$ cat src/rtl/alu_mc.sv
// Multi-cycle ALU with a valid/ready request port and a registered, held result.
// Define ALU_MC_MUL_EN to add the iterative shift-add multiplier (opcode 1010).
module alu_mc #(
    parameter int D_WIDTH = 32,
    parameter int SHAMT_W = 5
) (
    input  logic               clk,
    input  logic               rst_n,
    input  logic               in_valid,
    output logic               in_ready,
    input  logic [3:0]         alu_op,
    input  logic [D_WIDTH-1:0] a,
    input  logic [D_WIDTH-1:0] b,
    output logic               out_valid,
    input  logic               out_ready,
    output logic [D_WIDTH-1:0] y,
    output logic               zero,
    output logic               neg,
    output logic               carry,
    output logic               ovf,
    output logic               illegal
);

    localparam logic [3:0] OP_ADD  = 4'b0000;
    localparam logic [3:0] OP_SUB  = 4'b0001;
    localparam logic [3:0] OP_AND  = 4'b0010;
    localparam logic [3:0] OP_OR   = 4'b0011;
    localparam logic [3:0] OP_XOR  = 4'b0100;
    localparam logic [3:0] OP_SLT  = 4'b0101;
    localparam logic [3:0] OP_SLL  = 4'b0110;
    localparam logic [3:0] OP_SRL  = 4'b0111;
    localparam logic [3:0] OP_SRA  = 4'b1000;
    localparam logic [3:0] OP_SLTU = 4'b1001;
`ifdef ALU_MC_MUL_EN
    localparam logic [3:0] OP_MUL  = 4'b1010;
`endif
    localparam int MSB = D_WIDTH - 1;

    logic [D_WIDTH:0]   add_ext;
    logic [D_WIDTH:0]   sub_ext;
    logic [SHAMT_W-1:0] shamt;
    logic [D_WIDTH-1:0] alu_y;
    logic               alu_c;
    logic               alu_v;
    logic               alu_ill;
    logic               accept;
    logic               out_free;
    logic               wr_en;
    logic [D_WIDTH-1:0] wr_y;
    logic               wr_c;
    logic               wr_v;
    logic               wr_ill;

    assign shamt    = b[SHAMT_W-1:0];
    assign out_free = !out_valid || out_ready;
    assign accept   = in_valid && in_ready;

    // Single-cycle datapath, evaluated straight from the request inputs
    always_comb begin
        add_ext = {1'b0, a} + {1'b0, b};
        sub_ext = {1'b0, a} + {1'b0, ~b} + {{D_WIDTH{1'b0}}, 1'b1};
        alu_y   = '0;
        alu_c   = 1'b0;
        alu_v   = 1'b0;
        alu_ill = 1'b0;
        case (alu_op)
            OP_ADD: begin
                alu_y = add_ext[D_WIDTH-1:0];
                alu_c = add_ext[D_WIDTH];
                alu_v = (a[MSB] == b[MSB]) && (add_ext[MSB] != a[MSB]);
            end
            OP_SUB: begin
                alu_y = sub_ext[D_WIDTH-1:0];
                alu_c = sub_ext[D_WIDTH];
                alu_v = (a[MSB] != b[MSB]) && (sub_ext[MSB] != a[MSB]);
            end
            OP_AND:  alu_y = a & b;
            OP_OR:   alu_y = a | b;
            OP_XOR:  alu_y = a ^ b;
            OP_SLT:  alu_y = {{(D_WIDTH-1){1'b0}}, ($signed(a) < $signed(b))};
            OP_SLTU: alu_y = {{(D_WIDTH-1){1'b0}}, (a < b)};
            OP_SLL:  alu_y = a << shamt;
            OP_SRL:  alu_y = a >> shamt;
            OP_SRA:  alu_y = $signed(a) >>> shamt;
`ifdef ALU_MC_MUL_EN
            OP_MUL:  alu_ill = 1'b0;
`endif
            default: alu_ill = 1'b1;
        endcase
    end

`ifdef ALU_MC_MUL_EN
    typedef enum logic {IDLE, MUL} state_t;

    state_t             state;
    state_t             state_next;
    logic [SHAMT_W-1:0] cnt;
    logic [D_WIDTH-1:0] acc;
    logic [D_WIDTH-1:0] mcand;
    logic [D_WIDTH-1:0] mplier;
    logic [D_WIDTH-1:0] mul_sum;
    logic               mul_last;
    logic               mul_start;
    logic               mul_done;
    logic               mul_step;

    assign mul_sum   = acc + (mplier[0] ? mcand : '0);
    assign mul_last  = (cnt == SHAMT_W'(D_WIDTH - 1));
    assign mul_start = accept && (alu_op == OP_MUL);
    assign mul_done  = (state == MUL) && mul_last && out_free;
    // The final iteration freezes until the output register can take the product
    assign mul_step  = (state == MUL) && (!mul_last || out_free);
    assign in_ready  = (state == IDLE) && out_free;

    always_ff @(posedge clk or negedge rst_n) begin
        if (!rst_n) state <= IDLE;
        else        state <= state_next;
    end

    always_comb begin
        state_next = state;
        case (state)
            IDLE:    if (mul_start) state_next = MUL;
            MUL:     if (mul_done)  state_next = IDLE;
            default: state_next = IDLE;
        endcase
    end

    always_ff @(posedge clk or negedge rst_n) begin
        if (!rst_n) begin
            cnt    <= '0;
            acc    <= '0;
            mcand  <= '0;
            mplier <= '0;
        end else if (mul_start) begin
            cnt    <= '0;
            acc    <= '0;
            mcand  <= a;
            mplier <= b;
        end else if (mul_step) begin
            cnt    <= cnt + 1'b1;
            acc    <= mul_sum;
            mcand  <= mcand << 1;
            mplier <= mplier >> 1;
        end
    end

    always_comb begin
        wr_en  = (accept && !mul_start) || mul_done;
        wr_y   = alu_y;
        wr_c   = alu_c;
        wr_v   = alu_v;
        wr_ill = alu_ill;
        if (mul_done) begin
            wr_y   = mul_sum;
            wr_c   = 1'b0;
            wr_v   = 1'b0;
            wr_ill = 1'b0;
        end
    end
`else
    assign in_ready = out_free;

    always_comb begin
        wr_en  = accept;
        wr_y   = alu_y;
        wr_c   = alu_c;
        wr_v   = alu_v;
        wr_ill = alu_ill;
    end
`endif

    // Output register: loads on a new result, otherwise holds until taken
    always_ff @(posedge clk or negedge rst_n) begin
        if (!rst_n) begin
            out_valid <= 1'b0;
            y         <= '0;
            zero      <= 1'b0;
            neg       <= 1'b0;
            carry     <= 1'b0;
            ovf       <= 1'b0;
            illegal   <= 1'b0;
        end else if (wr_en) begin
            out_valid <= 1'b1;
            y         <= wr_y;
            zero      <= (wr_y == '0);
            neg       <= wr_y[MSB];
            carry     <= wr_c;
            ovf       <= wr_v;
            illegal   <= wr_ill;
        end else if (out_ready) begin
            out_valid <= 1'b0;
        end
    end

endmodule
$ cat config.mk
export PLATFORM = sky130hd
export DESIGN_NAME = alu_mc
export DESIGN_NICKNAME = d
export VERILOG_FILES = /design/src/rtl/alu_mc.sv
export SDC_FILE = /design/constraint.sdc
export NUM_CORES = 1
export LEC_CHECK = 0
export BUFFER_PORTS_ARGS = -buffer_cell sky130_fd_sc_hd__buf_4
export CAP_MARGIN = 20
export CORE_MARGIN = 4
export CORE_UTILIZATION = 30
export CTS_CLUSTER_DIAMETER = 40
export DETAILED_ROUTE_END_ITERATION = 6
export PLACE_DENSITY = 0.54
export SLEW_MARGIN = 30
export SYNTH_ARGS = -nofsm -noshare
export SYNTH_HDL_FRONTEND = slang
export SYNTH_SLANG_ARGS = --single-unit
$ cat constraint.sdc
create_clock -name clk -period 7.4 [get_ports clk]
set_input_delay 1.85 -clock clk [delete_from_list [all_inputs] [get_ports clk]]
set_output_delay 1.85 -clock clk [all_outputs]
set_load 0.01 [all_outputs]
Word level (Yosys, flattened, before mapping) --
Cells that the tools add are included.
Word-level totals: register bits after elaboration 38, input port bits 72, output and inout port bits 39
Operators by class: add/sub/neg operators 3, order comparisons 2, equal/unequal tests 13, shifts and indexed selects 3, mux-type cells 6, bitwise operators 4, reductions and logical operators 9
Operator list (number):
- 32-bit case mux with 10 select lines | 1
- 32-bit by 32-bit adder with 33-bit output | 2
- 32-bit less-than comparator | 2
- 33-bit by 1-bit adder with 33-bit output (second input constant) | 1
- 32-bit AND | 1
- 32-bit zero test | 1
- 32-bit NOT | 1
- 32-bit OR | 1
- 32-bit by 5-bit << shifter with 32-bit output | 1
- 32-bit by 5-bit >> shifter with 32-bit output | 1
- 32-bit by 5-bit >>> shifter with 32-bit output | 1
- 32-bit bitwise XOR | 1
- 4-bit by 3-bit == test with 1-bit output (second input constant) | 4
- 10-bit OR reduction | 1
- 4-bit by 2-bit == test with 1-bit output (second input constant) | 2
- 4-bit == test (second input constant) | 2
- 4-bit by 1-bit == test with 1-bit output (second input constant) | 1
- 4-bit zero test | 1
- 1-bit case mux with 2 select lines | 2
- 1-bit logical AND | 3
- 1-bit 2-to-1 mux | 3
- 1-bit inequality test | 3
- 2-bit nonzero test | 1
- 1-bit == test | 1
- other kinds (2) | 2

Longest topological paths before layout --
depth after elaboration 6, depth in mapped cells 17

Worst setup path after synthesis --
OpenSTA, ideal clock, no wires.
path type input -> register, start in b[3], end reg zero, arrival 6.353 ns, required time 7.297 ns, setup slack 0.944 ns, stages on the path 17, path through buf_2 clkinv_1 clkbuf_1 buf_2 buf_1 ha_1 nor2b_1 a2111oi_2 or4_1 a21o_1 nand4_1 or4_1 or4_1 nor4_1 nand4_1 or4_1 o41ai_2
Between the ends: cells in the longest elaborated chain, start to end 5
RTL lines:
- from (decl) | RTL line 13 | input logic [D_WIDTH-1:0] b,
- 32-bit NOT | RTL line 61 | sub_ext = {1'b0, a} + {1'b0, ~b} + {{D_WIDTH{1'b0}}, 1'b1};
- 32-bit by 32-bit adder with 33-bit output | RTL line 61
- 33-bit by 1-bit adder with 33-bit output | RTL line 61
- 32-bit case mux with 10 select lines * | RTL line 66 | case (alu_op)
- 32-bit zero test * | RTL line 186 | zero <= (wr_y == '0);
- to (signal assigned) | RTL line 186
- to (decl) | RTL line 17 | output logic zero,
Every way passes the cells marked *; elsewhere a longest branch is shown, timed or not. A chain may end at the register's enable or synchronous reset.

Worst setup path in the final report --
start in b[0], end reg zero
Same word-level chain as after synthesis.

==> results.json <==
{
  "synth_area_leaders": "ha_1 11%, dfrtp_1 8.2%, nand2_1 6.0%, mux4_2 5.8%, nor2_1 5.4%",
  "synth-seq-area-share_pct": 8.23,
  "final_common_cell": "nand2_1",
  "fp.coreArea_um2": 36800,
  "grt_pass1_vias": 13000,
  "r2r-start": "out_valid$_DFFE_PN0P_",
  "grt.total_usage_pct": 28.5,
  "antenna_found_initial": 5,
  "intPower_w": 0.000715,
  "cts_buffer_depth": 2,
  "drt_iter0_markers": 1594,
  "synth_top_area_share_pct": 10.8,
  "synth_top_area_cell": "ha_1",
  "dp_hpwl_um": 48700,
  "portBuffers": 110,
  "hp-start": "y[29]$_DFFE_PN0P_",
  "start_util_pct": 30.6,
  "post_drt_wl_per_cell_um": 29.2,
  "synth_edf_count": 0,
  "rrSetupSlack_ps": 3020,
  "finalSetupTns_ps": 0,
  "holdPathEnd": "y[29]$_DFFE_PN0P_",
  "ios": 111,
  "vias": 13900,
  "final_nets": 1806,
  "cts_tree": "yes",
  "pwr_density_cell_nw_per_um2": 115,
  "p_comb_share_pct": 67.6,
  "place_congestion": 1.04,
  "max_freq_mhz": 153,
  "postSynthCellCount": 1591,
  "drive_gt1_share_pct": 16.0,
  "die_area_um2": 40700,
  "numCtsBuffers": 5,
  "cts_hold_buf": 0,
  "cts_root_buf": "clkbuf_16",
  "crit_required_ps": 7580,
  "status": "finished, final reports clean",
  "syn_area_um2": 11300,
  "crit_arrival_ps": 6710,
  "clock_skew_ps": 13.0,
  "p_seq_share_pct": 17.7,
  "layout_common_cells": "180 x nand2_1, 161 x nor2_1, 150 x buf_4, 112 x a21oi_1, 97 x ha_1",
  "hold_violations": 0,
  "ant_nets": 0,
  "insertion_delay_ps": 290,
  "clk_pin_slew_ps": 60,
  "clock_sinks": 37,
  "ir_worst_vdd_uv": 70.6,
  "worst-path-max-fanout": 79,
  "cp-end-kind": "register",
  "ys_types": 89,
  "worstMarginPinSlew_ps": 890,
  "setup_viol": 0,
  "area_growth_pct": 12.3,
  "p_sw_share_pct": 51.0,
  "drv_slew": 0,
  "synth_async_sr_flop_share_pct": 100,
  "grt_overflow": 0,
  "r2r_end": "zero$_DFFE_PN0P_",
  "synth_ff_type": "dfrtp_1",
  "pre_cts_ws_ps": 680,
  "hold_path_class": "register to register",
  "vias_per_cell": 6.59,
  "syn-num-nets": 1762,
  "syn_avg_cell_area_um2": 7.07,
  "hold_ws_ps": 464,
  "slew_headroom_pct": 39.9,
  "route.detailed.drc": 0,
  "fin_crit_sh_pct": 88.3,
  "drt-total-wl_um": 61500,
  "clockPowerShare_pct": 14.7,
  "hold_depth": 2,
  "cts_resized": 0,
  "die_x_um": 202,
  "first_pass_iters": 7,
  "synth_seq_cells": 37,
  "worst_slack_ps": 867,
  "htreeDepth": 2,
  "crit_path_start_kind": "input pin",
  "critPathKind": "input pin to register",
  "rr_worst_depth": 12,
  "p_switching_w": 0.000744,
  "grt_max_degree": 80,
  "grt_setup_unrepaired": "false",
  "rows": 70,
  "grt_pass1_wl_um": 88700,
  "leakage_nw": 5.30,
  "fin_crit_ps": 6530,
  "synth_warnings": 0,
  "cap_violations": 0,
  "post_cts_buffers": 0,
  "fp.dieH_um": 202
}
## flip-flops by register name, indices dropped and copies added, names as in the netlist
| register | count |
|---|---|
| y | 32 |
| carry | 1 |
| illegal | 1 |
| out_valid | 1 |
| ovf | 1 |
| zero | 1 |
## power groups by stage
stage / Sequential [W] / Clock, W / Combinational (W)
3_3_place_gp: 0.000261 / 0 / 0.000955
3_5_place_dp: 0.000262 / 0 / 0.000956
5_1_grt: 0.000263 / 0.000228 / 0.00105
4_1_cts: 0.000259 / 0.000221 / 0.000960
2_1_floorplan: 0.000276 / 0 / 0.000562
6_report: 0.000258 / 0.000214 / 0.000987
## cells by family (layout without fill, tap and decap cells)
family / after synthesis / after routing / synth area share [%]
xor+xnor: 14 / 14 / 1.09
other cells: 0 / 1 / 0
simple gates: 582 / 582 / 24.8
flops: 37 / 37 / 8.23
compound gates: 524 / 524 / 31.9
fa+ha+maj: 99 / 99 / 11.1
buf+inv: 210 / 255 / 7.97
mux: 125 / 125 / 15.0
## final cells by class
type	instances	area, µm²
Fill cell	4075	24100
Multi-Input combinational cell	1344	9480
Timing Repair Buffer	151	1150
Sequential cell	37	926
Tap cell	468	586
Inverter	96	360
Clock buffer	6	129
Clock inverter	2	10.0
Antenna cell	1	2.50
## worst max-delay path, cell delays in order
cell and delay [ps]:
buf_4 240, buf_12 390, mux2_2 440, a2bb2oi_2 230, o31ai_1 90, a211oi_1 580
o21ai_1 220, or4_1 580, or4_1 560, nor4_1 340, buf_4 180, nand4_1 80
or4_1 600, o41ai_2 220
## per-stage QoR
step	area, µm²	cells	power (W)	utilization, %
after detailed placement	12500	2096	0.00122	34.0
after global placement	12500	2096	0.00122	34.0
after global routing	12600	2104	0.00154	34.4
after CTS	12600	2104	0.00144	34.4
after floorplan	11300	1591	0.000838	-
final	12600	2105	0.00146	34.4
## synth_stat cells (16+ instances only)
library cell / count
dfrtp_1: 37
nand3_1: 27
o211ai_1: 31
nand2_1: 180
o21ai_0: 96
o22ai_1: 25
clkbuf_1: 71
a221oi_1: 16
nand4_1: 16
ha_1: 97
a31oi_1: 29
buf_2: 23
mux2_2: 32
nor2_1: 161
nor2b_1: 20
a21oi_1: 112
nor3_1: 55
a22oi_1: 16
inv_1: 93
mux2i_1: 57
nand2b_1: 24
mux4_2: 29
a211oi_1: 28
## worst max path at each step
stage,endpoint,cells past startpoint,startpoint
floorplan,zero$_DFFE_PN0P_,17,b[3]
detailed placement,zero$_DFFE_PN0P_,14,b[0]
finish,zero$_DFFE_PN0P_,14,b[0]
global placement,zero$_DFFE_PN0P_,14,b[0]
global route,zero$_DFFE_PN0P_,15,b[2]
CTS,zero$_DFFE_PN0P_,14,b[0]
## metal layers
layer	vias up	wire length [µm]	track usage [%]
met5	-	48	0
met4	6	2960	11.3
li1	6068	-	-
met3	146	5350	4.64
met2	856	26600	44.3
met1	6801	26600	39.5
No activity file was read; power rests on OpenSTA's default activity.
